--- src/rtl/mem_stage.sv ---
// mem_stage: RV32I memory-access stage. Issues loads/stores on a
// ready-handshaked data port, steers byte/half lanes, extends load data,
// stalls upstream while the access is outstanding and registers MEM/WB.
// Optional macro MEM_TIMEOUT_EN: abort a stuck access with a bus error
// after TIMEOUT_CYCLES cycles in WAIT.
//
// state | meaning
// IDLE  | no access outstanding; an aligned memop requests in this cycle
// WAIT  | request held stable, waiting for dmem_ready
module mem_stage #(
  parameter int TIMEOUT_CYCLES = 16,
  parameter int CNT_W          = 5
) (
  input  logic        CLK,
  input  logic        reset,
  input  logic        RegWriteM,
  input  logic [1:0]  ResultSrcM,
  input  logic        MemWriteM,
  input  logic [2:0]  Funct3M,
  input  logic [31:0] ALUResultM,
  input  logic [31:0] WriteDataM,
  input  logic [4:0]  RdM,
  input  logic [31:0] PCPlus4M,
  output logic        dmem_req,
  output logic        dmem_we,
  output logic [31:0] dmem_addr,
  output logic [3:0]  dmem_be,
  output logic [31:0] dmem_wdata,
  input  logic [31:0] dmem_rdata,
  input  logic        dmem_ready,
  output logic        StallM,
  output logic        RegWriteW,
  output logic [1:0]  ResultSrcW,
  output logic [31:0] ALUResultW,
  output logic [31:0] ReadDataW,
  output logic [4:0]  RdW,
  output logic [31:0] PCPlus4W,
  output logic        MisalignW,
  output logic        BusErrW
);

  typedef enum logic {IDLE = 1'b0, WAIT = 1'b1} state_t;

  state_t      state_q, state_d;
  logic        is_load, memop, misalign, aligned_op, abort;
  logic [1:0]  a_lo;
  logic [7:0]  ld_byte;
  logic [15:0] ld_half;
  logic [31:0] ld_ext;

  // The wait counter must be able to reach TIMEOUT_CYCLES-1.
  if (TIMEOUT_CYCLES < 1 || TIMEOUT_CYCLES > (1 << CNT_W)) begin : g_bad_cnt_w
    $error("mem_stage: CNT_W too narrow for TIMEOUT_CYCLES");
  end

  assign a_lo       = ALUResultM[1:0];
  assign is_load    = (ResultSrcM == 2'b01);
  assign memop      = MemWriteM | is_load;
  assign misalign   = memop & (((Funct3M[1:0] == 2'b01) & a_lo[0]) |
                               ((Funct3M[1:0] == 2'b10) & (a_lo != 2'b00)));
  assign aligned_op = memop & ~misalign;

`ifdef MEM_TIMEOUT_EN
  logic [CNT_W-1:0] cnt_q, cnt_d;

  // Wait counter: cleared outside WAIT, counts cycles spent in WAIT.
  always_comb cnt_d = (state_q == WAIT) ? cnt_q + 1'b1 : '0;

  // Wait counter register.
  always_ff @(posedge CLK or negedge reset) begin
    if (!reset) cnt_q <= '0;
    else        cnt_q <= cnt_d;
  end

  assign abort = (state_q == WAIT) & ~dmem_ready &
                 (cnt_q == CNT_W'(TIMEOUT_CYCLES - 1));
`else
  assign abort = 1'b0;
`endif

  // State register.
  always_ff @(posedge CLK or negedge reset) begin
    if (!reset) state_q <= IDLE;
    else        state_q <= state_d;
  end

  // Next-state logic.
  always_comb begin
    state_d = state_q;
    case (state_q)
      IDLE:    if (aligned_op & ~dmem_ready) state_d = WAIT;
      WAIT:    if (dmem_ready | abort) state_d = IDLE;
      default: state_d = IDLE;
    endcase
  end

  // Memory port and stall; reset gates the request immediately, even mid-WAIT.
  always_comb begin
    dmem_req   = reset & aligned_op & ~abort;
    StallM     = reset & aligned_op & ~dmem_ready & ~abort;
    dmem_we    = MemWriteM;
    dmem_addr  = {ALUResultM[31:2], 2'b00};
    dmem_be    = 4'b1111;
    dmem_wdata = WriteDataM;
    if (MemWriteM) begin
      case (Funct3M[1:0])
        2'b00: begin
          dmem_be    = 4'b0001 << a_lo;
          dmem_wdata = {4{WriteDataM[7:0]}};
        end
        2'b01: begin
          dmem_be    = a_lo[1] ? 4'b1100 : 4'b0011;
          dmem_wdata = {2{WriteDataM[15:0]}};
        end
        default: dmem_be = 4'b1111;
      endcase
    end
  end

  // Load lane select and sign/zero extension.
  always_comb begin
    case (a_lo)
      2'b00:   ld_byte = dmem_rdata[7:0];
      2'b01:   ld_byte = dmem_rdata[15:8];
      2'b10:   ld_byte = dmem_rdata[23:16];
      default: ld_byte = dmem_rdata[31:24];
    endcase
    ld_half = a_lo[1] ? dmem_rdata[31:16] : dmem_rdata[15:0];
    case (Funct3M)
      3'b000:  ld_ext = {{24{ld_byte[7]}}, ld_byte};
      3'b001:  ld_ext = {{16{ld_half[15]}}, ld_half};
      3'b100:  ld_ext = {24'd0, ld_byte};
      3'b101:  ld_ext = {16'd0, ld_half};
      default: ld_ext = dmem_rdata;
    endcase
  end

  // MEM/WB register: bubble while stalled, instruction fields on retire.
  always_ff @(posedge CLK or negedge reset) begin
    if (!reset) begin
      RegWriteW  <= 1'b0;
      ResultSrcW <= 2'b00;
      ALUResultW <= '0;
      ReadDataW  <= '0;
      RdW        <= '0;
      PCPlus4W   <= '0;
      MisalignW  <= 1'b0;
      BusErrW    <= 1'b0;
    end else begin
      RegWriteW  <= RegWriteM & ~StallM & ~misalign & ~abort;
      ResultSrcW <= ResultSrcM;
      ALUResultW <= ALUResultM;
      ReadDataW  <= (is_load & ~MemWriteM & ~StallM & ~misalign & ~abort) ? ld_ext : '0;
      RdW        <= RdM;
      PCPlus4W   <= PCPlus4M;
      MisalignW  <= misalign;
      BusErrW    <= abort;
    end
  end

endmodule

--- config.mk ---
export PLATFORM = sky130hd
export DESIGN_NAME = mem_stage
export DESIGN_NICKNAME = d
export VERILOG_FILES = /design/src/rtl/mem_stage.sv
export SDC_FILE = /design/constraint.sdc
export NUM_CORES = 1
export LEC_CHECK = 0
export CAP_MARGIN = 10
export CORE_AREA = 5 5 121 123
export DETAILED_ROUTE_END_ITERATION = 7
export DIE_AREA = 0 0 126 128
export PLACE_DENSITY = 0.82
export REMOVE_ABC_BUFFERS = 1
export SYNTH_ARGS = -nofsm -noshare
export SYNTH_HDL_FRONTEND = slang
export SYNTH_SLANG_ARGS = --single-unit
--- constraint.sdc ---
create_clock -name CLK -period 3.05 [get_ports CLK]
set_clock_uncertainty 0.1 [all_clocks]
set_input_delay 0.915 -clock CLK [delete_from_list [all_inputs] [get_ports CLK]]
set_output_delay 0.915 -clock CLK [all_outputs]
set_load 0.01 [all_outputs]
==> qor.txt, run 1 <==
Delay-heaviest family, CP: buffers and inverters
Placed Cells: 825
Crit-path cells: clkdlybuf4s15_1 > nand2b_4 > nor2_4 > buf_6 > buf_6 > mux2_4 > buf_6
TritonCTS clock tree: built
Wire per inst: 19.0 um
Critical Path RT: 2.03 ns
Slowest stage delay, CP: 0.30 ns
Max layer used: met4
Mapped Cells: 354
Top FF cell, synth: dfrtp_1
Final Max Slew Viols: 0
Clock root cell: clkbuf_16
Post-detailed-route DRC marker count: 0
Vias in the first global route: 4323
Routability Congestion: 0.849
Post-Layout Cell Count: 864
PD cells: 417 mW/mm^2
HP Class: input port to async pin
Num CTS Buffers: 9
Bufs and invs on worst path: 4
DR vias: 3939
Core area: 0.0136 sq mm
Max IR drop VDD: 0.259 mV
Synth Register Bits: 105
Antenna-violating nets left: 0
Effective utilization at floorplan: 31.0%
Initial antenna violation count: 0
Overflow after GRT: 0
CP Depth: 7
Register area share after synthesis: 62.6%
Synth unique cells: 32
Wire length on met1: 5770 um
Final TNS setup: 0 ns
First-pass GRT wire length: 24300 um
Async set or reset register ratio after synthesis: 100%
Status: finished clean
Critical-path top delay cell: mux2_4
Met2 wire len: 8810 um
Worst-Margin Slew: 0.813 ns
Critical Path Fanout Max: 3
Crit path from: MemWriteM
H-tree depth: 3
Synth warnings: 0
Minimum clock period: 3.02 ns
DIE AREA: 0.0161 sq mm
Hpwl dp: 12900 um
Critical path class: input port to output port
Cell repeated most along the worst path: buf_6
Pin count of the biggest net entering global routing: 69
Detail Route met3 WL: 1590 um
RSZ-0062 raised after global routing: yes
Hold Violations, Final: 0
Critical path endpoint: dmem_wdata[10]
Max transition margin: 45.8%
CP Capture Type: output port
Max clock buf depth: 2
DR pass1 iterations: 4
Overall Power: 3.33 mW
Area grow syn2layout: 90.3%
Reg clk slew, reported paths: 0.08 ns
Share of cells above drive strength 1: 17.4%
Vias per inst: 4.56
DR iter-0 viols: 311
Syn_area_per_cell: 11.9 sq um
Tcrit/Tclk final: 98.9%
Final WS setup: 0.0337 ns
Synth Cell Area: 0.00420 sq mm
Post-synth EDFFs: 0
GRT Overall Usage: 19.6%
# port buffers: 316
Final hold slack: 0.675 ns
Max-Cap Viols: 0
Setup Viol. Count Final: 0
Leak Pwr: 3.62 nW
Routed WL: 16400 um
Crit path arrival time: 2.00 ns
Pre-CTS setup slack: -0.791 ns
F_max: 332 MHz
Row Count: 43
# diodes: 0
Chip width: 126 um
Critical Path Start Type: input port
Die height: 128 um
Nets: 822
Sinks on Clock Net: 105
Ports: 320
==> where the power goes <==
group	total, mW	switching, mW	internal (mW)
Combinational	0.742	0.304	0.437
Clock	1.12	0.534	0.587
Sequential	1.47	0.0169	1.45
==> what timing repair did <==
action,4_1_cts,5_1_grt
resized for setup,129,22
endpoints found under the setup margin,39,32
cloned,2,0
buffers inserted,22,0
pin swaps,3,3
hold buffers,0,0
==> kinds of logic after synthesis <==
logic type	share of synthesized area (%)
other	0.0893
AOI/OAI and AO/OA	11.5
muxes	5.87
and+or+nand+nor	8.70
buffers and inverters	11.3
DFF	62.6
==> how the worst min path moves through the flow <==
stage               startpoint            end
finish                   reset  ReadDataW[15]
global route             reset  ReadDataW[15]
CTS                      reset      MisalignW
detailed placement       reset  ResultSrcW[1]
global placement         reset  ResultSrcW[1]
floorplan                reset  ALUResultW[0]
==> flip-flops by register name, summed over array words and instances (netlist names) <==
register / cells
ALUResultW: 32
MisalignW: 1
PCPlus4W: 32
RdW: 5
ReadDataW: 32
RegWriteW: 1
ResultSrcW: 2
==> synthesized netlist by cell type, types with 2 or more instances <==
| cell | instances | area [sq um] |
|---|---|---|
| a211o_1 | 5 | 43.8 |
| a21o_1 | 3 | 22.5 |
| a21oi_1 | 31 | 155 |
| a21oi_2 | 10 | 87.6 |
| a22oi_1 | 7 | 52.6 |
| buf_2 | 9 | 45.0 |
| buf_4 | 43 | 323 |
| buf_6 | 2 | 22.5 |
| clkbuf_1 | 4 | 15.0 |
| dfrtp_1 | 105 | 2630 |
| inv_1 | 18 | 67.6 |
| mux2_2 | 9 | 101 |
| mux2i_1 | 13 | 130 |
| nand2_1 | 47 | 176 |
| nand2b_1 | 5 | 31.3 |
| nand3_1 | 2 | 10.0 |
| nor2_1 | 5 | 18.8 |
| nor2b_1 | 7 | 43.8 |
| nor3_1 | 4 | 20.0 |
| nor3b_1 | 2 | 15.0 |
| o21ai_0 | 12 | 60.1 |
==> cell usage in the layout (no fill, tap or decap), types with 4 or more instances in the layout <==
master / Yosys / final
a211o_1: 5 / 5
nor3_1: 4 / 4
dlygate4sd2_1: 0 / 15
dlymetal6s2s_1: 0 / 4
mux2i_1: 13 / 13
nor2b_1: 7 / 5
a21oi_1: 31 / 30
nand2_1: 47 / 47
nand2b_1: 5 / 4
nor2_1: 5 / 4
buf_6: 2 / 19
dfrtp_1: 105 / 105
a21oi_2: 10 / 11
mux2_4: 1 / 8
inv_1: 18 / 18
a22oi_1: 7 / 7
o21ai_0: 12 / 9
clkdlybuf4s15_1: 0 / 12
buf_4: 43 / 42
clkdlybuf4s50_1: 0 / 268
clkbuf_16: 0 / 9
==> cell type report <==
cell class	count	area (sq um)
clock inverters	6	50.0
well taps	180	225
repair buffers	370	3600
flip-flops and latches	105	2630
inverters	18	67.6
clock buffers	10	239
fillers	1118	5570
multi-input cells	175	1180
==> metrics by stage <==
stage | utilization, % | instance area (sq um)
detailed placement | 54.8 | 7430
floorplan | - | 3800
finish | 58.9 | 7990
global placement | 54.8 | 7430
global route | 58.9 | 7990
CTS | 58.9 | 7990
==> per-layer routing <==
| metal | vias up | GRT usage [%] |
|---|---|---|
| li1 | 1775 | - |
| met1 | 1893 | 21.0 |
| met2 | 251 | 36.8 |
| met3 | 20 | 6.50 |
| met4 | 0 | 5.17 |
| met5 | - | 0 |
(Power assumes the default switching activity.)
==> run 2, diff against run 1 <==
--- a/config.mk
+++ b/config.mk
@@ -5,7 +5,7 @@
 export SDC_FILE = /design/constraint.sdc
 export NUM_CORES = 1
 export LEC_CHECK = 0
-export CAP_MARGIN = 10
+export CAP_MARGIN = 20
 export CORE_AREA = 5 5 121 123
 export DETAILED_ROUTE_END_ITERATION = 7
 export DIE_AREA = 0 0 126 128
==> results of run 2 <==
The final DEF is identical to that of run 1; final timing and power are the same.
==> run 3, diff against run 2 <==
--- a/config.mk
+++ b/config.mk
@@ -6,10 +6,13 @@
 export NUM_CORES = 1
 export LEC_CHECK = 0
 export CAP_MARGIN = 20
-export CORE_AREA = 5 5 121 123
+export CELL_PAD_IN_SITES_DETAIL_PLACEMENT = 1
+export CELL_PAD_IN_SITES_GLOBAL_PLACEMENT = 1
+export CORE_ASPECT_RATIO = 0.6
+export CORE_MARGIN = 5
+export CORE_UTILIZATION = 24
 export DETAILED_ROUTE_END_ITERATION = 7
-export DIE_AREA = 0 0 126 128
-export PLACE_DENSITY = 0.82
+export PLACE_DENSITY = 0.86
 export REMOVE_ABC_BUFFERS = 1
 export SYNTH_ARGS = -nofsm -noshare
 export SYNTH_HDL_FRONTEND = slang
==> run 3 against run 2 <==
  * Routed wire length increased by 7.8%
  * Combinational power decreased by 0.8%
  * Sequential share of layout area increased by 0.21 points
  * First-iteration DRC count decreased by 33%
  * Hold slack got worse by 0.21 ns
  * Non-clock buffer count decreased by 12
  * Final area decreased by 0.63%
  * Power increased by 0.23%
  * Sequential power about the same
  * Critical path type unchanged
==> qor.txt, run 3 (synthesis gave the netlist of run 1 again) <==
Multi-input gate area: 0.00118 sq mm
Leak Pwr: 3.59 nW
Final Core Density: 46.2%
Area grow syn2layout: 89.1%
Minimum clock period: 3.02 ns
DIE AREA: 0.0203 sq mm
Row Count: 37
Status: finished clean
Critical path class: input port to output port
Met2 Use GR: 28.6%
Share of cells above drive strength 1: 16.8%
Num CTS Buffers: 9
Largest regs: ALUResultW: 32 flops, PCPlus4W: 32 flops, ReadDataW: 32 flops
Delay-heaviest family, CP: buffers and inverters
Wire per inst: 19.6 um
Die height: 112 um
Post-Layout Cell Count: 905
TritonCTS clock tree: built
Crit path arrival time: 2.00 ns
Nets: 810
Register area: 0.00263 sq mm
Cell repeated most along the worst path: clkdlybuf4s50_1
Most common cell after layout, fill and taps aside: clkdlybuf4s50_1
Most frequent cells in the layout: clkdlybuf4s50_1, dfrtp_1, nand2_1
Routability Congestion: 0.862
Slowest stage delay, CP: 0.56 ns
Met3 Track Usage GR: 6.22%
# diodes: 0
Core area: 0.0172 sq mm
RSZ-0062 raised after global routing: yes
Final Max Slew Viols: 0
Worst-Margin Slew: 0.903 ns
Hpwl dp: 14300 um
Hold Violations, Final: 0
Routed WL: 17700 um
Setup Viol. Count Final: 0
# port buffers: 316
Placed Cells: 879
Overflow after GRT: 0
Clock root cell: clkbuf_16
F_max: 331 MHz
Fillcell total: 1829
Critical Path Fanout Max: 2
Post-detailed-route DRC marker count: 0
Max-Cap Viols: 0
First-pass GRT wire length: 26100 um
Initial antenna violation count: 0
Crit path from: ALUResultM[24]
Chip width: 181 um
Crit-path cells: clkdlybuf4s50_1 > clkdlybuf4s50_1
Critical Path Start Type: input port
DR iter-0 viols: 208
Bufs and invs on worst path: 2
Vias in the first global route: 4256
Tcrit/Tclk final: 99.0%
Critical-path top delay cell: clkdlybuf4s50_1
H-tree depth: 3
Pre-CTS setup slack: -0.792 ns
Vias per inst: 4.20
Sinks on Clock Net: 105
Reg clk slew, reported paths: 0.08 ns
Global routing's busiest layer: met2
Final WS setup: 0.0306 ns
CP Capture Type: output port
DR pass1 iterations: 4
Effective utilization at floorplan: 24.4%
CP Depth: 2
Grt met1 use: 20.4%
PD cells: 420 mW/mm^2
DR vias: 3800
GRT Overall Usage: 16.6%
Critical path endpoint: dmem_addr[24]
Critical Path RT: 2.03 ns
Ports: 320
HP Class: input port to async pin
Max IR drop VDD: 0.275 mV
Antenna-violating nets left: 0
Max transition margin: 39.8%
Pin count of the biggest net entering global routing: 70
Max clock buf depth: 2
## run 3: layout make-up
| class | count | share of cell area, % |
|---|---|---|
| timing repair buffer | 358 | 43.9 |
| tap | 234 | 3.69 |
| sequential | 105 | 33.1 |
| multi-input combinational | 175 | 14.9 |
| inverter | 18 | 0.851 |
| clock inverter | 6 | 0.788 |
| clock buffer | 9 | 2.84 |
## run 3: per-layer routing
layer | share of wire, % | vias up
li1 | - | 1750
met4 | 1.0 | 0
met1 | 42 | 1869
met5 | 0 | -
met2 | 49 | 165
met3 | 7.7 | 16
## run 3: power breakdown
| part | internal [mW] | switching [mW] | total (mW) |
|---|---|---|---|
| clock | 0.572 | 0.563 | 1.14 |
| combinational | 0.424 | 0.312 | 0.736 |
| sequential | 1.45 | 0.0166 | 1.47 |
## run 3: worst min-delay path by stage
| stage | startpoint | endpoint | slack, ns | depth (start not counted) |
|---|---|---|---|---|
| 6_report | reset | ALUResultW[5] | 0.46 | 2 |
| 5_1_grt | reset | ALUResultW[5] | 0.47 | 2 |
| 4_1_cts | reset | ALUResultW[5] | 0.46 | 2 |
| 3_5_place_dp | reset | ALUResultW[19] | 0.84 | 2 |
| 3_3_place_gp | reset | MisalignW | 0.83 | 2 |
| 2_1_floorplan | reset | ALUResultW[0] | 0.52 | 0 |
## run 3: repair_timing
item / in CTS / in global routing
endpoints found under the setup margin: 34 / 28
hold buffers: 0 / 0
pin swaps: 2 / 2
resized for setup: 96 / 52
setup buffers: 9 / 2
## run 3: per-stage QoR
| stage | power [mW] | hold slack [ns] | TNS, ns | instance area (sq um) |
|---|---|---|---|---|
| 2_1_floorplan | 1.65 | 0.519 | 0 | 3800 |
| 3_3_place_gp | 2.21 | 0.830 | -16.98 | 7490 |
| 3_5_place_dp | 2.23 | 0.839 | -17.83 | 7490 |
| 4_1_cts | 3.38 | 0.463 | -0.123 | 7880 |
| 5_1_grt | 3.49 | 0.467 | -0.0373 | 7940 |
| 6_report | 3.34 | 0.460 | 0 | 7940 |
